--- config.mk ---
export PLATFORM = sky130hd
export DESIGN_NAME = fp_normalize_pipe
export DESIGN_NICKNAME = d
export VERILOG_FILES = /design/src/rtl/fp_norm_pkg.sv /design/src/rtl/fp_norm_shifter.sv /design/src/rtl/fp_normalize_pipe.sv
export SDC_FILE = /design/constraint.sdc
export NUM_CORES = 1
export LEC_CHECK = 0
export BUFFER_PORTS_ARGS = -buffer_cell sky130_fd_sc_hd__buf_2
export CORE_ASPECT_RATIO = 1.25
export CORE_UTILIZATION = 50
export DETAILED_ROUTE_END_ITERATION = 12
export HOLD_SLACK_MARGIN = 0.1
export PLACE_DENSITY = 0.8
export SETUP_SLACK_MARGIN = 0.3
export SYNTH_ARGS = -nofsm -noshare
export SYNTH_HDL_FRONTEND = slang
export SYNTH_SLANG_ARGS = --single-unit
--- constraint.sdc ---
create_clock -name clk -period 2.6 [get_ports clk]
set_input_delay 0.13 -clock clk [delete_from_list [all_inputs] [get_ports clk]]
set_output_delay 0.13 -clock clk [all_outputs]
set_load 0.01 [all_outputs]
--- src/rtl/fp_norm_pkg.sv ---
// Shared types for the post-addition normalization pipeline: stage-1 payload,
// output record and default datapath widths.
package fp_norm_pkg;

  localparam int unsigned FP_NORM_WIDTH = 24;
  localparam int unsigned FP_NORM_EXP_W = 8;
  localparam int unsigned FP_NORM_WLOG  = $clog2(FP_NORM_WIDTH);

  typedef enum logic {
    DIR_LEFT  = 1'b0,
    DIR_RIGHT = 1'b1
  } fp_norm_dir_e;

  // exp holds the already-adjusted exponent; zero/unf/ovf are decided in stage 1
  typedef struct packed {
    logic                      sgn;
    logic [FP_NORM_EXP_W-1:0]  exp;
    logic [FP_NORM_WIDTH-1:0]  mag;
    fp_norm_dir_e              dir;
    logic [FP_NORM_WLOG-1:0]   lsh;
    logic                      zero;
    logic                      unf;
    logic                      ovf;
  } fp_norm_s1_t;

  typedef struct packed {
    logic                      sgn;
    logic [FP_NORM_EXP_W-1:0]  exp;
    logic [FP_NORM_WIDTH-2:0]  man;
    logic                      sticky;
    logic                      zero;
    logic                      unf;
    logic                      ovf;
  } fp_norm_out_t;

endpackage

--- src/rtl/fp_norm_shifter.sv ---
// Combinational normalization shifter: left by i_lsh (zero fill) or right by one
// with the dropped bit returned as sticky.
module fp_norm_shifter #(
  parameter  int unsigned WIDTH     = 24,
  localparam int unsigned WIDTH_LOG = $clog2(WIDTH)
) (
  input  logic [WIDTH-1:0]     i_mag,
  input  logic                 i_dir_right,
  input  logic [WIDTH_LOG-1:0] i_lsh,
  output logic [WIDTH-2:0]     o_man,
  output logic                 o_sticky
);

  logic [WIDTH-2:0] w_shl;

  // The carry bit is always clear on the left path, so it is not shifted.
  assign w_shl = i_mag[WIDTH-2:0] << i_lsh;

  always_comb begin
    o_man    = '0;
    o_sticky = 1'b0;
    if (i_dir_right) begin
      o_man    = i_mag[WIDTH-1:1];
      o_sticky = i_mag[0];
    end else begin
      o_man    = w_shl;
    end
  end

endmodule

--- src/rtl/fp_normalize_pipe.sv ---
// Two-stage valid/ready normalization stage of the FP adder.
// Define FP_NORMALIZE_PIPE_ASSERT_EN to compile in interface assertions.
module fp_normalize_pipe
  import fp_norm_pkg::*;
#(
  parameter  int unsigned WIDTH     = FP_NORM_WIDTH,
  parameter  int unsigned EXP_W     = FP_NORM_EXP_W,
  localparam int unsigned WIDTH_LOG = $clog2(WIDTH)
) (
  input  logic                 clk,
  input  logic                 rst,
  input  logic                 in_vld,
  output logic                 in_rdy,
  input  logic                 Sum_sgn,
  input  logic [EXP_W-1:0]     Sum_exp,
  input  logic [WIDTH-1:0]     Sum_mag,
  input  logic [WIDTH_LOG-1:0] msb_pos,
  output logic                 out_vld,
  input  logic                 out_rdy,
  output logic                 norm_sgn,
  output logic [EXP_W-1:0]     norm_exp,
  output logic [WIDTH-2:0]     norm_man,
  output logic                 norm_sticky,
  output logic                 norm_zero,
  output logic                 norm_unf,
  output logic                 norm_ovf
);

  localparam logic [EXP_W:0] EXP_MAX = {1'b0, {EXP_W{1'b1}}};

  logic         r_v1, r_v2;
  fp_norm_s1_t  r_s1;
  fp_norm_out_t r_out;

  logic           w_s1_rdy, w_s2_rdy;
  logic           w_zero, w_right;
  logic [WIDTH_LOG-1:0] w_lsh;
  logic [EXP_W:0] w_exp_ext, w_lsh_ext, w_exp_adj;
  fp_norm_s1_t    w_s1;
  fp_norm_out_t   w_out;
  logic [WIDTH-2:0] w_man;
  logic           w_sticky;

  assign w_s2_rdy = !r_v2 || out_rdy;
  assign w_s1_rdy = !r_v1 || w_s2_rdy;
  assign in_rdy   = w_s1_rdy;

  // Stage 1: direction, shift amount, adjusted exponent and flag decisions
  assign w_zero    = (Sum_mag == '0);
  assign w_right   = (msb_pos == WIDTH_LOG'(WIDTH-1));
  assign w_lsh     = w_right ? '0 : (WIDTH_LOG'(WIDTH-2) - msb_pos);
  assign w_exp_ext = {1'b0, Sum_exp};
  assign w_lsh_ext = (EXP_W+1)'(w_lsh);
  assign w_exp_adj = w_right ? (w_exp_ext + 1'b1) : (w_exp_ext - w_lsh_ext);

  always_comb begin
    w_s1      = '0;
    w_s1.sgn  = Sum_sgn;
    w_s1.exp  = w_exp_adj[EXP_W-1:0];
    w_s1.mag  = Sum_mag;
    w_s1.dir  = w_right ? DIR_RIGHT : DIR_LEFT;
    w_s1.lsh  = w_lsh;
    w_s1.zero = w_zero;
    w_s1.unf  = !w_zero && !w_right && (w_exp_ext <= w_lsh_ext);
    w_s1.ovf  = !w_zero && w_right && (w_exp_adj >= EXP_MAX);
  end

  always_ff @(posedge clk or posedge rst) begin
    if (rst) begin
      r_v1 <= 1'b0;
      r_s1 <= '0;
    end else if (w_s1_rdy) begin
      r_v1 <= in_vld;
      if (in_vld) r_s1 <= w_s1;
    end
  end

  // Stage 2: shift, then flush or saturate
  fp_norm_shifter #(.WIDTH(WIDTH)) u_shifter (
    .i_mag       (r_s1.mag),
    .i_dir_right (r_s1.dir == DIR_RIGHT),
    .i_lsh       (r_s1.lsh),
    .o_man       (w_man),
    .o_sticky    (w_sticky)
  );

  always_comb begin
    w_out      = '0;
    w_out.sgn  = r_s1.sgn;
    w_out.zero = r_s1.zero;
    w_out.unf  = r_s1.unf;
    w_out.ovf  = r_s1.ovf;
    if (r_s1.ovf) begin
      w_out.exp = '1;
    end else if (!r_s1.zero && !r_s1.unf) begin
      w_out.exp    = r_s1.exp;
      w_out.man    = w_man;
      w_out.sticky = w_sticky;
    end
  end

  always_ff @(posedge clk or posedge rst) begin
    if (rst) begin
      r_v2  <= 1'b0;
      r_out <= '0;
    end else if (w_s2_rdy) begin
      r_v2 <= r_v1;
      if (r_v1) r_out <= w_out;
    end
  end

  assign out_vld     = r_v2;
  assign norm_sgn    = r_out.sgn;
  assign norm_exp    = r_out.exp;
  assign norm_man    = r_out.man;
  assign norm_sticky = r_out.sticky;
  assign norm_zero   = r_out.zero;
  assign norm_unf    = r_out.unf;
  assign norm_ovf    = r_out.ovf;

`ifdef FP_NORMALIZE_PIPE_ASSERT_EN
  a_msb_pos: assert property (@(posedge clk) disable iff (rst)
    (in_vld && in_rdy && (Sum_mag != '0)) |-> ((Sum_mag >> msb_pos) == WIDTH'(1)))
    else $error("msb_pos does not match leading one of Sum_mag");

  a_in_stable: assert property (@(posedge clk) disable iff (rst)
    (in_vld && !in_rdy) |=> (in_vld && $stable({Sum_sgn, Sum_exp, Sum_mag, msb_pos})))
    else $error("input changed while stalled");

  a_out_vld_known: assert property (@(posedge clk) disable iff (rst)
    !$isunknown(out_vld))
    else $error("out_vld unknown after reset");
`else
`endif

endmodule

# Word-level counts from Yosys, hierarchy flattened
# Cells that the tools add are included.
totals:
  ff_bits: 80
  latch_bits: 0
  ramBits: 0
  romBits: 0
  inputBits: 42
  out_inout_bits: 38
  elab_cells: 48
  memories: 0
classes:
  addsub: 3
  n_mul: 0
  n_div: 0
  order_cmp: 2
  n_eq_ne: 1
  shift: 1
  n_mux: 8
  bitwise: 0
  n_reduce_logical: 16
ops:
  columns: ["cell", "n"]
  rows:
  - ["$mux W32", 1]
  - ["$logic_not A24 Y1", 1]
  - ["$mux W24", 1]
  - ["$mux W23", 1]
  - ["$shl A23 B5 Y23", 1]
  - ["$add A8 B1 Y9 const B", 1]
  - ["$ge A9 B8 Y1 const B", 1]
  - ["$mux W9", 1]
  - ["$sub A8 B5 Y9", 1]
  - ["$le A8 B5 Y1", 1]
  - ["$mux W8", 1]
  - ["$logic_not A1 Y1", 6]
  - ["$eq A5 B5 Y1 const B", 1]
  - ["$logic_and A1 B1 Y1", 5]
  - ["$mux W5", 1]
  - ["$sub A5 B5 Y5 const A", 1]
  - ["$reduce_and A2 Y1", 2]
  - ["$logic_or A1 B1 Y1", 2]
  - ["$mux W1", 2]

# Longest topological paths before layout
# Gate-level depths: netlist of run 1.
depth:
  word_depth: 6
  ltp_mapped: 10
  ltp_nobuf: 10

# Modules after synthesis
# From an unflattened synthesis of run 1, not the netlist that was laid out.
hier_totals:
  cells_unflattened: 467
  area_unflattened_um2: 5019.8
by_module_without_submodules:
  columns: ["mod", "instances", "cells_per_inst", "area_per_inst_um2", "seq_area_each_um2"]
  rows:
  - ["fp_normalize_pipe", 1, 303, 3563.4, 2001.9]
  - ["fp_norm_shifter", 1, 164, 1456.4, 0.0]

# Least setup slack after synthesis of run 1
# No wires, ideal clock.
synth_path:
  kind: "input to register"
  from: "in msb_pos[0]"
  to: "reg r_s1[0] (netlist name)"
  setup_time_ps: 104
  arrival_time_ps: 2193
  required_time_ps: 2496
  setup_slack_ps: 304
  stages: 10
  path_buffers: 0
  cell_sequence: "ha_1 > nand4b_1 > and2_1 > ha_1 > fa_1 > nand2b_1 > a21oi_1 > o41ai_1 > xnor2_1 > o41ai_2"
synth_via:
  elab_chain_cells: 6
  elab_cells_between_ends: 8
  classes_between: "add/sub: 2; order compare: 1; eq/ne: 1; mux: 2; reduce/logical: 2"
synth_lines:
  columns: ["element", "line", "text"]
  rows:
  - ["start: declaration", "fp_normalize_pipe.sv:17", "input logic [WIDTH_LOG-1:0] msb_pos,"]
  - ["$sub A5 B5 Y5 / $eq A5 B5 Y1 (equally long branches)", "fp_normalize_pipe.sv:51, fp_normalize_pipe.sv:50", null]
  - ["$mux W5 (*)", "fp_normalize_pipe.sv:51", "assign w_lsh = w_right ? '0 : (WIDTH_LOG'(WIDTH-2) - msb_pos);"]
  - ["via w_lsh[0]", "fp_normalize_pipe.sv:37", "logic [WIDTH_LOG-1:0] w_lsh;"]
  - ["$sub A8 B5 Y9 (*)", "fp_normalize_pipe.sv:54", "assign w_exp_adj = w_right ? (w_exp_ext + 1'b1) : (w_exp_ext - w_lsh_ext);"]
  - ["$mux W9 (*)", "fp_normalize_pipe.sv:54", null]
  - ["$ge A9 B8 Y1 (*)", "fp_normalize_pipe.sv:65", "w_s1.ovf = !w_zero && w_right && (w_exp_adj >= EXP_MAX);"]
  - ["$logic_and A1 B1 Y1 (*)", "fp_normalize_pipe.sv:65", null]
  - ["end signal: assignment", "fp_normalize_pipe.sv:74", "if (in_vld) r_s1 <= w_s1;"]
  - ["end: declaration", "fp_normalize_pipe.sv:32", "fp_norm_s1_t r_s1;"]
# Mark *: on every way through the listed nets, which the timed path passes. The rest lies on a longest branch.
# A chain may end at the register's enable or synchronous reset.

# Final worst setup path of run 1
# Ends and elaborated chain as after synthesis.

==> results of run 1 <==
[sequential cells by signal (all words and copies together), names as in the netlist]
| name | count |
|---|---|
| r_s1 | 42 |
| norm_man | 23 |
| norm_exp | 8 |
| norm_ovf | 1 |
| norm_sgn | 1 |
| norm_sticky | 1 |
| norm_unf | 1 |
| norm_zero | 1 |
| out_vld | 1 |
| r_v1 | 1 |
[logic make-up (layout without fill, tap and decap cells)]
logic type,Yosys count,count (layout),synth area share [%]
mux,69,69,20.91
simple gates,123,123,13.53
buf+inv,35,141,3.384
compound gates,121,121,16.05
flops,80,80,42.29
xor+xnor,7,7,1.295
fa+ha+maj,9,9,2.538
[worst reg2reg max path, cell delays in order (launching register included)]
cell      delay, ns
dfrtp_1        0.40
buf_12         0.22
mux4_2         0.54
and2_1         0.17
a211oi_1       0.27
a211oi_1       0.09
a221o_1        0.30
[power groups by stage]
stage,logic (mW),registers [mW],clock network (mW)
after detailed placement,1.34,1.77,0
final,1.39,1.75,1.17
after global routing,1.54,1.79,1.24
after global placement,1.31,1.75,0
after floorplan,0.914,1.73,0
after CTS,1.38,1.75,1.19
[metal layers]
metal	track usage, %	vias to the layer above
li1	-	1877
met1	35.55	1911
met2	39.49	128
met3	5.585	20
met4	8.995	0
met5	0	-
[synth_stat cells (all sizes together) (10+ instances only)]
master and number:
mux2i 10, nand2 52, dfrtp 80, buf 14, a22oi 16, nor2 17
a21oi 21, mux4 20, clkbuf 13, mux2 39, o21ai 55
[final timing paths]
check	start	end	slack, ns	cells past startpoint
max in group asynchronous	rst	r_s1[4]	1.44	4
hold reg to reg	norm_exp[5]	norm_exp[5]	0.48	2
setup reg to reg	r_s1[3]	norm_man[15]	0.49	6
setup / recovery	msb_pos[0]	r_s1[0]	0.37	11
min in group asynchronous	rst	r_s1[20]	0.47	3
hold / removal	out_rdy	out_vld	0.11	3
[stage by stage]
| stage | power [mW] | util [%] | std cells |
|---|---|---|---|
| floorplan | 2.644 | - | 444 |
| global placement | 3.062 | 57.45 | 631 |
| detailed placement | 3.110 | 57.45 | 631 |
| CTS | 4.318 | 63.27 | 670 |
| global route | 4.567 | 63.61 | 673 |
| finish | 4.318 | 63.61 | 673 |
[cell usage in the layout, fill, tap and decap left out, types with 3 or more instances in the layout]
cell           instances
dfrtp_1               79
mux2i_1               10
a21oi_1               21
o21ai_0               52
xnor2_1                4
inv_1                  6
nand3_1                6
a221o_1                3
mux4_2                20
nor2_1                17
nor2b_1                4
clkbuf_16              9
buf_4                 13
nand4_1                3
xor2_1                 3
buf_2                 79
o21a_1                 3
nand2b_1               8
and2_1                 3
a22oi_1               16
nand3b_1               6
nor4_1                 8
nor3_1                 3
a211oi_1               6
mux2_2                39
nand2_1               50
dlygate4sd3_1         27
ha_1                   8
[final cells by class]
cell class / count / area share [%]
multi-input combinational: 329 / 44.23
inverter: 8 / 0.5146
tap: 123 / 2.637
clock inverter: 2 / 0.6003
clock buffer: 10 / 3.924
sequential: 80 / 34.33
timing repair buffer: 121 / 13.76
[what timing repair did]
item,4_1_cts,5_1_grt
endpoints found under the hold margin,59,0
resized for setup,0,2
hold buffers,27,0
setup endpoints to repair,0,10
setup buffers,0,3
==> flow_metrics.env, run 1 <==
export IMPL_combPwrFrac_pct=32.2
export IMPL_synth_seq_area_share_pct=42.29
export IMPL_drv_cap=0
export IMPL_cts_inserted_buffers=9
export IMPL_rsz0062_at_grt="yes"
export IMPL_ys_top_cells_by_area="dfrtp_1 (42%), mux4_2 (9.5%), mux2_2 (9.3%)"
export IMPL_grt_total_usage_pct=25.59
export IMPL_post_route_min_period_ns=2.233
export IMPL_routed_top_layer="met4"
export IMPL_start_util_pct=51.60
export IMPL_fp_row_count=39
export IMPL_finClkSkew_ns=0.004021
export IMPL_leakagePower_nw=2.574
export IMPL_synth_area_leader_cell="dfrtp_1"
export IMPL_cts_root_buf="clkbuf_16"
export IMPL_drive_gt1_share_pct=32.91
export IMPL_critPathMaxFanout=5
export IMPL_ys_async_sr_fraction_pct=100.0
export IMPL_drc=0
export IMPL_cts_tree="done"
export IMPL_multiInputGateArea_mm2=0.002581
export IMPL_synthCells=444
export IMPL_h_tree_depth=3
export IMPL_finalWirelength_um=11640
export IMPL_crit_type="input pin to flop"
export IMPL_hold_viol=0
export IMPL_power_density_mw_per_mm2=740.0
export IMPL_place_ws_ns=0.09269
export IMPL_insertion_delay_ns=0.34
export IMPL_fp_dieH_um=110.8
export IMPL_hold_ws_ns=0.1119
export IMPL_nFillCells=760
export IMPL_worst_pin_slew_ns=0.7233
export IMPL_regArea_mm2=0.002003
export IMPL_max_vdd_ir_drop_mv=0.3970
export IMPL_cp_slowest_cell="fa_1"
export IMPL_numPortBuffers=79
export IMPL_vias=3936
export IMPL_route_met2_wl_um=5732
export IMPL_switchingPower_mw=1.400
export IMPL_avgSynthCellArea_um2=10.66
export IMPL_ys_warn_count=0
export IMPL_synth_edff_count=0
export IMPL_hp_class="input pin to flop"
export IMPL_placed_cell_area_mm2=0.005270
export IMPL_drt_iter0_drc=392
export IMPL_fin_tns_setup_ns=0
export IMPL_gp_congestion=0.9232
export IMPL_yosysTopAreaCellShare_pct=42.29
export IMPL_status="finished clean"
export IMPL_area_delta_synth_final_pct=23.29
export IMPL_synth_area_mm2=0.004733
export IMPL_swShare_pct=32.41
export IMPL_timing_final_max_slew_violations=0
export IMPL_fmax_mhz=447.8
export IMPL_path_cells="buf_2, ha_1, nand4b_1, and2_1, ha_1, fa_1, nand2b_1, a21oi_1, o41ai_2, xnor2_1, o41ai_2"
export IMPL_place_hpwl_um=8594
export IMPL_finalWorstSetupSlack_ns=0.3670
export IMPL_wl_met1_um=5035
export IMPL_antenna_cells=0
export IMPL_synth_nets=495
export IMPL_path_buf_inv=1
export IMPL_synth_seq_cells=80
export IMPL_route_met3_wl_um=649
export IMPL_design_area_mm2=0.005836
export IMPL_cp_top_family="adder cells"
export IMPL_fp_coreArea_mm2=0.009174
export IMPL_relSlewSlack_pct=51.71
export IMPL_cts_sinks=80
export IMPL_antenna_found_initial=0
export IMPL_dieWidth_um=89.03
export IMPL_ys_flop_type="dfrtp_1"
export IMPL_dr_pass1_iters=4
export IMPL_max_stage_delay_ns=0.40
export IMPL_path_clk_slew_ns=0.05
export IMPL_die_area_mm2=0.009862
export IMPL_yosysUniqueCellTypes=58
export IMPL_grt_ovfl_total=0
export IMPL_seqPwrFrac_pct=40.6
export IMPL_end_kind="flop"
export IMPL_critPathLaunchType="input pin"
export IMPL_grt_pass1_wl_um=19190
export IMPL_routed_via_density=5.848
export IMPL_grt_max_degree=48
export IMPL_setup_viol=0
export IMPL_p_int_mw=2.919
export IMPL_detail_route_antenna_nets=0
export IMPL_post_route_period_util_pct=85.89
export IMPL_nNetsFinal=600
export IMPL_cp_required_ns=2.83
export IMPL_clk_path_buf_depth=2
export IMPL_io_pins=80
export IMPL_drt_wirelength_per_cell_um=17.30
export IMPL_pwr_share_clk_pct=27.2
export IMPL_arrival_ns=2.47
export IMPL_grt_pass1_vias=3895
Power figures use the tool's default switching activity.
==> inputs of run 2 (changes only) <==
--- a/config.mk
+++ b/config.mk
@@ -10,7 +10,7 @@
 export CORE_UTILIZATION = 50
 export DETAILED_ROUTE_END_ITERATION = 12
 export HOLD_SLACK_MARGIN = 0.1
-export PLACE_DENSITY = 0.8
+export PLACE_DENSITY = 0.72
 export SETUP_SLACK_MARGIN = 0.3
 export SYNTH_ARGS = -nofsm -noshare
 export SYNTH_HDL_FRONTEND = slang
==> run 2 against run 1 <==
Net effect:
- power is 4.9% higher
- combinational power about the same
- setup slack gained 0.089 ns
- largest cell class unchanged
- sequential power barely moved
- cell count rose by 0.74%
- first-iteration DRC count down 45%
- clock skew rose by 0.0023 ns
- largest power group unchanged
==> flow_metrics.env, run 2 (synthesis gave the netlist of run 1 again) <==
export IMPL_io_pins=80
export IMPL_gp_congestion=0.9033
export IMPL_critPathLaunchType="flop"
export IMPL_r2r_start="r_s1[4]"
export IMPL_wl_met1_um=5144
export IMPL_rr_worst_depth=6
export IMPL_cts_root_buf="clkbuf_16"
export IMPL_post_route_min_period_ns=2.144
export IMPL_vias=4016
export IMPL_fp_coreArea_mm2=0.009174
export IMPL_hold_ws_ns=0.1114
export IMPL_path_cells="buf_4, mux4_2, and2_1, a211oi_1, a211oi_1, a221o_1"
export IMPL_cp_slowest_cell="dfrtp_1"
export IMPL_finalWirelength_um=12550
export IMPL_grt_pass1_vias=4206
export IMPL_status="finished clean"
export IMPL_arrival_ns=2.36
export IMPL_nNetsFinal=600
export IMPL_cts_inserted_buffers=9
export IMPL_path_clk_slew_ns=0.06
export IMPL_worst_pin_slew_ns=0.7755
export IMPL_instances_no_fill=678
export IMPL_route_met3_wl_um=490
export IMPL_cp_common_cell="a211oi_1"
export IMPL_numPortBuffers=79
export IMPL_dr_pass1_iters=5
export IMPL_post_route_period_util_pct=82.47
export IMPL_hp_start="out_rdy"
export IMPL_worstReg2RegEnd="norm_man[15]"
export IMPL_place_hpwl_um=9071
export IMPL_power_density_mw_per_mm2=768.1
export IMPL_relSlewSlack_pct=48.22
export IMPL_hold_depth=3
export IMPL_grt_pass1_wl_um=20700
export IMPL_drc=0
export IMPL_cp_required_ns=2.81
export IMPL_drv_cap=0
export IMPL_largest_reg_flops=42
export IMPL_dieWidth_um=89.03
export IMPL_grt_max_degree=56
export IMPL_drt_wirelength_per_cell_um=18.50
export IMPL_fmax_mhz=466.4
export IMPL_clk_path_buf_depth=2
export IMPL_antenna_found_initial=1
export IMPL_cts_setup_buffers=0
export IMPL_rsz0062_at_grt="no"
export IMPL_grt_total_usage_pct=27.92
export IMPL_min_to="out_vld"
export IMPL_hp_class="input pin to flop"
export IMPL_setup_viol=0
export IMPL_leakagePower_nw=2.605
export IMPL_insertion_delay_ns=0.34
export IMPL_fin_tns_setup_ns=0
export IMPL_finalWorstSetupSlack_ns=0.4557
export IMPL_routed_via_density=5.923
export IMPL_die_area_mm2=0.009862
export IMPL_drive_gt1_share_pct=33.75
export IMPL_max_stage_delay_ns=0.65
export IMPL_reg2reg_slack_ns=0.46
export IMPL_detail_route_antenna_nets=0
export IMPL_hold_viol=0
export IMPL_cts_sinks=80
export IMPL_timing_final_max_slew_violations=0
export IMPL_routed_top_layer="met4"
export IMPL_end_kind="flop"
export IMPL_grt_ovfl_total=0
export IMPL_fp_row_count=39
export IMPL_layout_common_cells="buf_2 (79), dfrtp_1 (79), o21ai_0 (52), nand2_1 (50), mux2_2 (39)"
export IMPL_max_vdd_ir_drop_mv=0.3935
export IMPL_drt_iter0_drc=215
export IMPL_place_ws_ns=0.1515
export IMPL_largest_register="r_s1"
export IMPL_critPathMaxFanout=13
export IMPL_start_util_pct=51.60
export IMPL_route_met2_wl_um=6447
export IMPL_dp_cells=634
export IMPL_crit_type="flop to flop"
export IMPL_h_tree_depth=3
export IMPL_cts_tree="done"
export IMPL_finClkSkew_ns=0.006348
export IMPL_fp_dieH_um=110.8
export IMPL_area_delta_synth_final_pct=24.58
-- run 2: cell count changes in the layout (fill, tap and decap cells not counted), sizes merged --
cell | before | now
diode | 0 | 1
bufinv | 1 | 2
clkbuf | 10 | 11
clkinv | 1 | 3
-- run 2: repair_timing --
item                                   4_1_cts  5_1_grt
hold buffers                                27        0
endpoints found under the hold margin       62        0
setup endpoints to repair                    0       11
gates resized for setup                      0        3
-- run 2: how the worst max path moves through the flow --
| stage | startpoint | endpoint | slack (ns) |
|---|---|---|---|
| global placement | msb_pos[0] | r_s1[0] | 0.22 |
| floorplan | msb_pos[0] | r_s1[0] | 0.30 |
| global route | msb_pos[0] | r_s1[0] | 0.34 |
| finish | r_s1[4] | norm_man[15] | 0.46 |
| detailed placement | msb_pos[0] | r_s1[0] | 0.15 |
| CTS | r_s1[3] | norm_man[10] | 0.39 |
-- run 2: stage by stage --
stage | total power, mW | util, % | cell area, µm²
after detailed placement | 3.124 | 57.56 | 5280
after floorplan | 2.644 | - | 4733
final | 4.530 | 64.28 | 5897
after global routing | 4.781 | 64.28 | 5897
after global placement | 3.097 | 57.56 | 5280
after CTS | 4.541 | 64.12 | 5882
-- run 2: final cells by class --
cell class | count | area [µm²]
inverter | 8 | 30.03
timing repair buffer | 121 | 790.8
multi-input combinational | 329 | 2585
fill | 791 | 3277
clock buffer | 11 | 252.7
clock inverter | 5 | 78.83
tap | 123 | 153.9
sequential | 80 | 2003
antenna | 1 | 2.502
-- run 2: where the power goes --
| group | internal [mW] | switching [mW] | leakage (nW) |
|---|---|---|---|
| registers | 1.49 | 0.255 | 0.996 |
| clock network | 0.891 | 0.490 | 0.165 |
| logic | 0.701 | 0.699 | 1.44 |
| total | 3.09 | 1.44 | 2.60 |
-- run 2: layer usage --
| layer | vias to the layer above | global-route usage, % |
|---|---|---|
| met3 | 36 | 5.138 |
| met1 | 1974 | 34.37 |
| met2 | 125 | 46.97 |
| met5 | - | 0 |
| li1 | 1881 | - |
| met4 | 0 | 12.38 |
-- run 2: critical path: cells and delay by family (launching register included) --
kind,cells,cell delay (ns)
compound gates,3,0.57
buf+inv,1,0.31
flops,1,0.65
mux,1,0.33
simple gates,1,0.17
